[src/rtl/fifo_wr_arbiter.sv]
// Round-robin write arbiter sharing one FIFO write port among NUM_REQ producers,
// with space-aware throttling and per-requester routing of wr_ack/overflow.
module fifo_wr_arbiter #(
    parameter int NUM_REQ    = 4,
    parameter int FIFO_WIDTH = 16,
    parameter int BURST_LEN  = 1
) (
    input  logic                          clk,
    input  logic                          rst_n,
    input  logic [NUM_REQ-1:0]            req,
    input  logic [NUM_REQ*FIFO_WIDTH-1:0] wdata,
    output logic [NUM_REQ-1:0]            gnt,
    output logic [NUM_REQ-1:0]            ack,
    output logic [NUM_REQ-1:0]            err,
    output logic                          wr_en,
    output logic [FIFO_WIDTH-1:0]         data_in,
    input  logic                          full,
    input  logic                          almostfull,
    input  logic                          wr_ack,
    input  logic                          overflow
);

    localparam int              IDW       = $clog2(NUM_REQ);
    localparam logic [IDW:0]    NREQ_W    = (IDW+1)'(NUM_REQ);
    localparam logic [IDW-1:0]  LAST_IDX  = IDW'(NUM_REQ - 1);
    localparam logic [3:0]      BURST_MAX = 4'(BURST_LEN);

    // Handshake: a producer holds req and its wdata slice; the beat is consumed in
    // the cycle gnt[i] is high and the producer may present the next beat after it.
    logic [IDW-1:0]        last_q, last_d;
    logic [3:0]            burst_q, burst_d;
    logic                  wr_en_q, wr_en_d;
    logic [FIFO_WIDTH-1:0] data_q, data_d;
    logic [IDW-1:0]        id1_q, id1_d, id2_q, id2_d;
    logic                  id1_vld_q, id1_vld_d, id2_vld_q, id2_vld_d;
    logic [NUM_REQ-1:0]    ack_q, ack_d, err_q, err_d;

    logic                  space_ok;
    logic                  keep;
    logic                  found;
    logic                  grant_vld;
    logic [IDW-1:0]        grant_id;
    logic [IDW-1:0]        pick;
    logic [IDW-1:0]        rr_base;
    logic [IDW:0]          rr_sum;
    logic [FIFO_WIDTH-1:0] wsel;

    always_comb begin
        // The almostfull term accounts for the write already registered this cycle.
        space_ok = !full && !(almostfull && wr_en_q);
        keep     = (burst_q != 4'd0) && req[last_q] && (burst_q < BURST_MAX);
        rr_base  = (last_q == LAST_IDX) ? '0 : last_q + 1'b1;

        found  = 1'b0;
        pick   = rr_base;
        rr_sum = '0;
        for (int k = 0; k < NUM_REQ; k++) begin
            rr_sum = {1'b0, rr_base} + (IDW+1)'(k);
            if (rr_sum >= NREQ_W) rr_sum = rr_sum - NREQ_W;
            if (!found && req[rr_sum[IDW-1:0]]) begin
                found = 1'b1;
                pick  = rr_sum[IDW-1:0];
            end
        end

        grant_vld = 1'b0;
        grant_id  = last_q;
        if (space_ok) begin
            if (keep) begin
                grant_vld = 1'b1;
                grant_id  = last_q;
            end else if (found) begin
                grant_vld = 1'b1;
                grant_id  = pick;
            end
        end

        wsel = '0;
        for (int i = 0; i < NUM_REQ; i++) begin
            if (grant_id == IDW'(i)) wsel = wdata[i*FIFO_WIDTH +: FIFO_WIDTH];
        end
    end

    always_comb begin
        last_d  = last_q;
        burst_d = burst_q;
        if (grant_vld) begin
            last_d  = grant_id;
            burst_d = keep ? burst_q + 4'd1 : 4'd1;
        end else if (!req[last_q]) begin
            burst_d = 4'd0;
        end

        wr_en_d   = grant_vld;
        data_d    = grant_vld ? wsel : data_q;
        id1_vld_d = grant_vld;
        id1_d     = grant_vld ? grant_id : id1_q;
        id2_vld_d = id1_vld_q;
        id2_d     = id1_q;

        // Overflow wins over wr_ack; responses with no tracked ID are dropped.
        ack_d = '0;
        err_d = '0;
        if (id2_vld_q) begin
            if (overflow)    err_d = NUM_REQ'(1) << id2_q;
            else if (wr_ack) ack_d = NUM_REQ'(1) << id2_q;
        end
    end

    always_ff @(posedge clk or negedge rst_n) begin
        if (!rst_n) begin
            last_q    <= LAST_IDX;
            burst_q   <= 4'd0;
            wr_en_q   <= 1'b0;
            data_q    <= '0;
            id1_q     <= '0;
            id1_vld_q <= 1'b0;
            id2_q     <= '0;
            id2_vld_q <= 1'b0;
            ack_q     <= '0;
            err_q     <= '0;
        end else begin
            last_q    <= last_d;
            burst_q   <= burst_d;
            wr_en_q   <= wr_en_d;
            data_q    <= data_d;
            id1_q     <= id1_d;
            id1_vld_q <= id1_vld_d;
            id2_q     <= id2_d;
            id2_vld_q <= id2_vld_d;
            ack_q     <= ack_d;
            err_q     <= err_d;
        end
    end

    assign gnt     = (grant_vld && rst_n) ? (NUM_REQ'(1) << grant_id) : '0;
    assign ack     = ack_q;
    assign err     = err_q;
    assign wr_en   = wr_en_q;
    assign data_in = data_q;

endmodule

[config.mk]
export PLATFORM = sky130hd
export DESIGN_NAME = fifo_wr_arbiter
export DESIGN_NICKNAME = d
export VERILOG_FILES = /design/src/rtl/fifo_wr_arbiter.sv
export SDC_FILE = /design/constraint.sdc
export NUM_CORES = 1
export LEC_CHECK = 0
export BUFFER_PORTS_ARGS = -buffer_cell sky130_fd_sc_hd__buf_4
export CAP_MARGIN = 20
export CORE_MARGIN = 10
export CORE_UTILIZATION = 46
export CTS_CLUSTER_DIAMETER = 40
export DETAILED_ROUTE_END_ITERATION = 10
export GPL_ROUTABILITY_DRIVEN = 0
export HOLD_SLACK_MARGIN = 0.05
export PLACE_DENSITY = 0.9
export SYNTH_ARGS = -nofsm -noshare
export SYNTH_HDL_FRONTEND = slang
export SYNTH_SLANG_ARGS = --single-unit
[constraint.sdc]
create_clock -name clk -period 4.1 [get_ports clk]
set_input_delay 0.615 -clock clk [delete_from_list [all_inputs] [get_ports clk]]
set_output_delay 0.615 -clock clk [all_outputs]
set_load 0.02 [all_outputs]
## Word-level counts from Yosys, hierarchy flattened

Cells that the tools add are included.
Widths: inputs -> output; s select.

| operators by class | value |
|---|---|
| equality and inequality tests | 5 |
| magnitude comparators | 10 |
| muxes and demuxes | 42 |
| reductions and logical operators | 15 |
| add/sub/neg operators | 9 |
| shift-type cells | 2 |

Operator list:

| cell | number |
|---|---|
| $mux 16 | 4 |
| $mux 4 | 9 |
| $mux 2 | 12 |
| $lt 2x3->1 const B | 5 |
| $mux 1 | 12 |
| $bmux 1 s2 | 5 |
| $ge 3x3->1 const B | 3 |
| $logic_and 1x1->1 | 8 |
| $shl 1x2->4 const A | 2 |
| $sub 2x1->2 const B | 4 |
| $add 2x2->3 const B | 2 |
| $eq 2x2->1 const B | 3 |
| $logic_not 1->1 | 5 |
| $add 4x1->4 const B | 1 |
| $lt 4x1->1 const B | 1 |
| $reduce_bool 4->1 | 1 |
| $add 2x1->3 const B | 1 |
| $ge 2x3->1 const B | 1 |
| $add 2x1->2 const B | 1 |
| $eq 2x1->1 const B | 1 |
| $logic_not 2->1 | 1 |
| $ne 2x2->1 const B | 1 |

| word-level totals | value |
|---|---|
| input port bits | 74 |
| logic and storage cells | 92 |
| bits in registers | 36 |

## Depth between registers and ports, before layout

| logic depth | value |
|---|---|
| word-level depth | 24 |
| depth in mapped cells | 13 |
| gate-level depth less buffers | 9 |

## Least setup slack after synthesis

Ideal clock, no wire load.

| timing path | value |
|---|---|
| path kind | reg2out |
| start point | reg last_q[0] |
| end point | out gnt[3] |
| arrival time | 3.379 ns |
| setup slack | 0.106 ns |
| buffers on the path | 4 |
| required time | 3.485 ns |
| stages on the path, launching flop included | 13 |
| cells stage by stage | dfstp_2 buf_6 clkinv_1 ha_1 buf_2 xor2_1 or3_1 a41o_4 a221oi_4 buf_6 buf_6 inv_1 nor3_1 |

| between the ends | value |
|---|---|
| cells in the longest elaborated chain, start to end | 21 |
| elaborated cells between the ends (all ways) | 53 |
| those cells by class | 8 x add/sub; 4 x order compare; 1 x eq/ne; 1 x shift; 30 x mux; 9 x reduce/logical |

RTL lines:

| element | RTL line | RTL |
|---|---|---|
| start: declaration | 30 | `logic [IDW-1:0] last_q, last_d;` |
| start signal: assignment | 123 | `last_q <= last_d;` |
| parallel branches: the longest is 20 deep, another holds $add 2x1->3 | - |  |
| $mux 4 * | 136 | `assign gnt = (grant_vld && rst_n) ? (NUM_REQ'(1) << grant_id) : '0;` |
| end: declaration | 12 | `output logic [NUM_REQ-1:0] gnt,` |

Every way passes the cells marked *. The select of a mux whose other input is x is not followed.

## Final worst setup path

Ends and elaborated chain as after synthesis.

==> results.yml <==
synth:
  syn_nets: 300
  synth_top_cell_by_area: "dfrtp_1"
  syn-instance-count: 223
  yosys-top-cells-area: "dfrtp_1, mux2i_1, nand2_1"
  yosysSeqAreaShare_pct: 38.4
  synth.avg_cell_area_sq_um: 9.37
  synth_top_cell_area_share_pct: 35.9
  synth.distinct_cells: 41
  synth-seq-cells: 32
  synthesis.area_sq_mm: 0.00209
  yosys_warnings: 0
global_route:
  grt_start_max_net_pins: 35
  grt_pass1_wl_um: 10700
  first_global_vias: 2236
  grt_antenna_before_repair: 0
  globalRouteOverflowTotal: 0
  gr_util_all_layers_pct: 17.1
critical_path:
  capturing_element_type_of_the_critical_path: "output pin"
  timing.rr.start: "last_q[0]"
  crit_required_ns: 3.48
  worst_setup_path_start_kind: "flop"
  critical_path_arrival_ns: 3.08
  path_max_fanout: 13
  startpoint: "last_q[0]"
  path_class: "reg2out"
detailed_routing:
  routed_via_density: 5.71
  route.met2.wl_um: 3450
  post_route_wl_um: 6730
  drc: 0
  post_detailed_route_count_of_antenna_violating_nets: 0
  route.met3.wl_um: 639
  detail_route.wirelength.met1_um: 2520
  top_layer_reached_by_signal_wires: "met4"
  first_iter_violations: 164
  route.vias.total: 2170
  firstDrtPassIters: 4
  wire_per_inst_um: 17.7
layout:
  final.fill_count: 359
  layout.cells.most_common_list: "buf_4, nand2_1, dfrtp_1"
  area_growth_syn_to_layout_pct: 43.2
  fin_cells: 380
  antenna_cells: 0
  layout.nets: 404
  final_common_cell: "buf_4"
  final_layout_size_suffix_gt1_share_pct: 39.9
timing:
  timing.final.ws_setup_ns: 0.406
  maxClockFrequency_mhz: 271
  finalMaxSlewViolations: 0
  final.period_utilization_pct: 90.1
  finalCriticalPeriod_ns: 3.69
  rsz_0062_raised_after_global_routing: "false"
  timing.final.setup_violations: 0
  worst-slew-pin-transition_ns: 0.684
  skew_ns: 0.00243
  slew-limit-headroom_pct: 54.2
  report.final.hold_viol_count: 0
  tns_ns: 0
clock_network:
  clk_path_buf_depth: 2
  clock_pin_slew_on_the_worst_setup_and_hold_paths_ns: 0.07
  tritoncts: "yes"
  cts_buffers: 5
  post_cts.repair.setup_buffers: 0
  htree_levels: 2
  ctsHoldBuffers: 0
  worst_skew_late_latency_ns: 0.27
  cts-root-buf: "clkbuf_8"
  post_cts.resized_instances: 0
  clock_sink_count: 32
floorplanning:
  io_pins: 103
  initial_core_util_pct: 47.7
  die_width_um: 87.4
  core_area_sq_mm: 0.00438
  dieHeight_um: 87.4
  row_count: 24
  die-area_sq_mm: 0.00764
power_and_ir_drop:
  ir_worst_vdd_uv: 379
  leakage_power_nw: 1.48
  power.density_mw_per_mm2: 802
status:
  status: "completed"
place:
  placed_cells_incl_taps: 372
  detailed_place_hpwl_um: 5280
  io_buffers: 102
  preCtsSetupSlack_ns: 0.738
hold_path:
  worst_hold_path_type: "in2async"
flow_run:
  maxCapViolCount: 0
## report_power, final
group	internal (mW)	leakage [nW]	switching, mW
clock	0.134	0.0510	0.112
combinational	0.694	1.04	0.937
sequential	0.453	0.390	0.0694
## final cells by class
class	instances	area (sq um)	area share [%]
clock inverters	2	10.0	0.334
well taps	52	65.1	2.17
repair buffers	110	826	27.6
multi-input cells	171	1180	39.4
inverters	7	26.3	0.878
clock buffers	6	82.6	2.76
flip-flops and latches	32	803	26.8
## critical path, stage by stage, from the launching register on
cell	delay, ns
dfstp_2	0.53
clkinv_1	0.09
ha_1	0.43
xor2_1	0.22
or3_1	0.34
a41o_4	0.34
a221oi_4	0.35
inv_1	0.12
nor3_1	0.21
buf_4	0.18
## cell families after synthesis
group,after synthesis,share of synthesized area (%)
adders and majority gates,3,1.80
xor gates and xnor gates,1,0.419
DFF,32,38.4
buffers and inverters,20,5.09
AOI/OAI and AO/OA,55,21.2
muxes,31,16.2
and+or+nand+nor,81,16.9
## final timing paths
check | endpoint | slack (ns) | depth (start not counted)
max | gnt[3] | 0.41 | 9
min | err[3] | 0.26 | 1
max reg2reg | data_in[9] | 0.81 | 9
min reg2reg | id2_q[1] | 0.37 | 0
max in group asynchronous | last_q[1] | 3.51 | 1
min in group clk | id2_q[1] | 0.37 | 0
## routing by layer
metal,vias up,global-route usage [%]
li1,1026,-
met1,1025,19.3
met2,107,28.8
met3,12,6.93
met4,0,5.22
met5,-,0
## cell usage after synthesis (all sizes together)
cell / number
a211o: 1
a21o: 2
a21oi: 11
a221oi: 10
a22o: 6
a32o: 1
a41o: 1
buf: 9
clkbuf: 4
clkinv: 1
dfrtp: 30
dfstp: 2
ha: 3
inv: 6
mux2: 2
mux2i: 27
mux4: 2
nand2: 33
nand2b: 1
nand3: 9
nand3b: 1
nand4b: 1
nor2: 26
nor2b: 1
nor3: 5
nor3b: 2
o2111ai: 1
o211ai: 13
o21a: 1
o21ai: 7
o31ai: 1
or3: 1
or3b: 1
xor2: 1
## through the flow
| stage | total power [mW] | hold WS, ns | utilization (%) | cell area, sq um |
|---|---|---|---|---|
| floorplan | 1.72 | 0.319 | - | 2090 |
| CTS | 2.41 | 0.278 | 68.3 | 2990 |
| global placement | 2.10 | 0.361 | 66.2 | 2900 |
| finish | 2.40 | 0.264 | 68.3 | 2990 |
| detailed placement | 2.15 | 0.362 | 66.2 | 2900 |
| global route | 2.58 | 0.293 | 68.3 | 2990 |
## state kept, by name, indices dropped and copies added (netlist names)
signal / count
id1_q: 2
last_q: 2
id1_vld_q: 1
id2_vld_q: 1
data_in: 16
err: 4
ack: 4
id2_q: 2
Power figures use the tool's default switching activity.
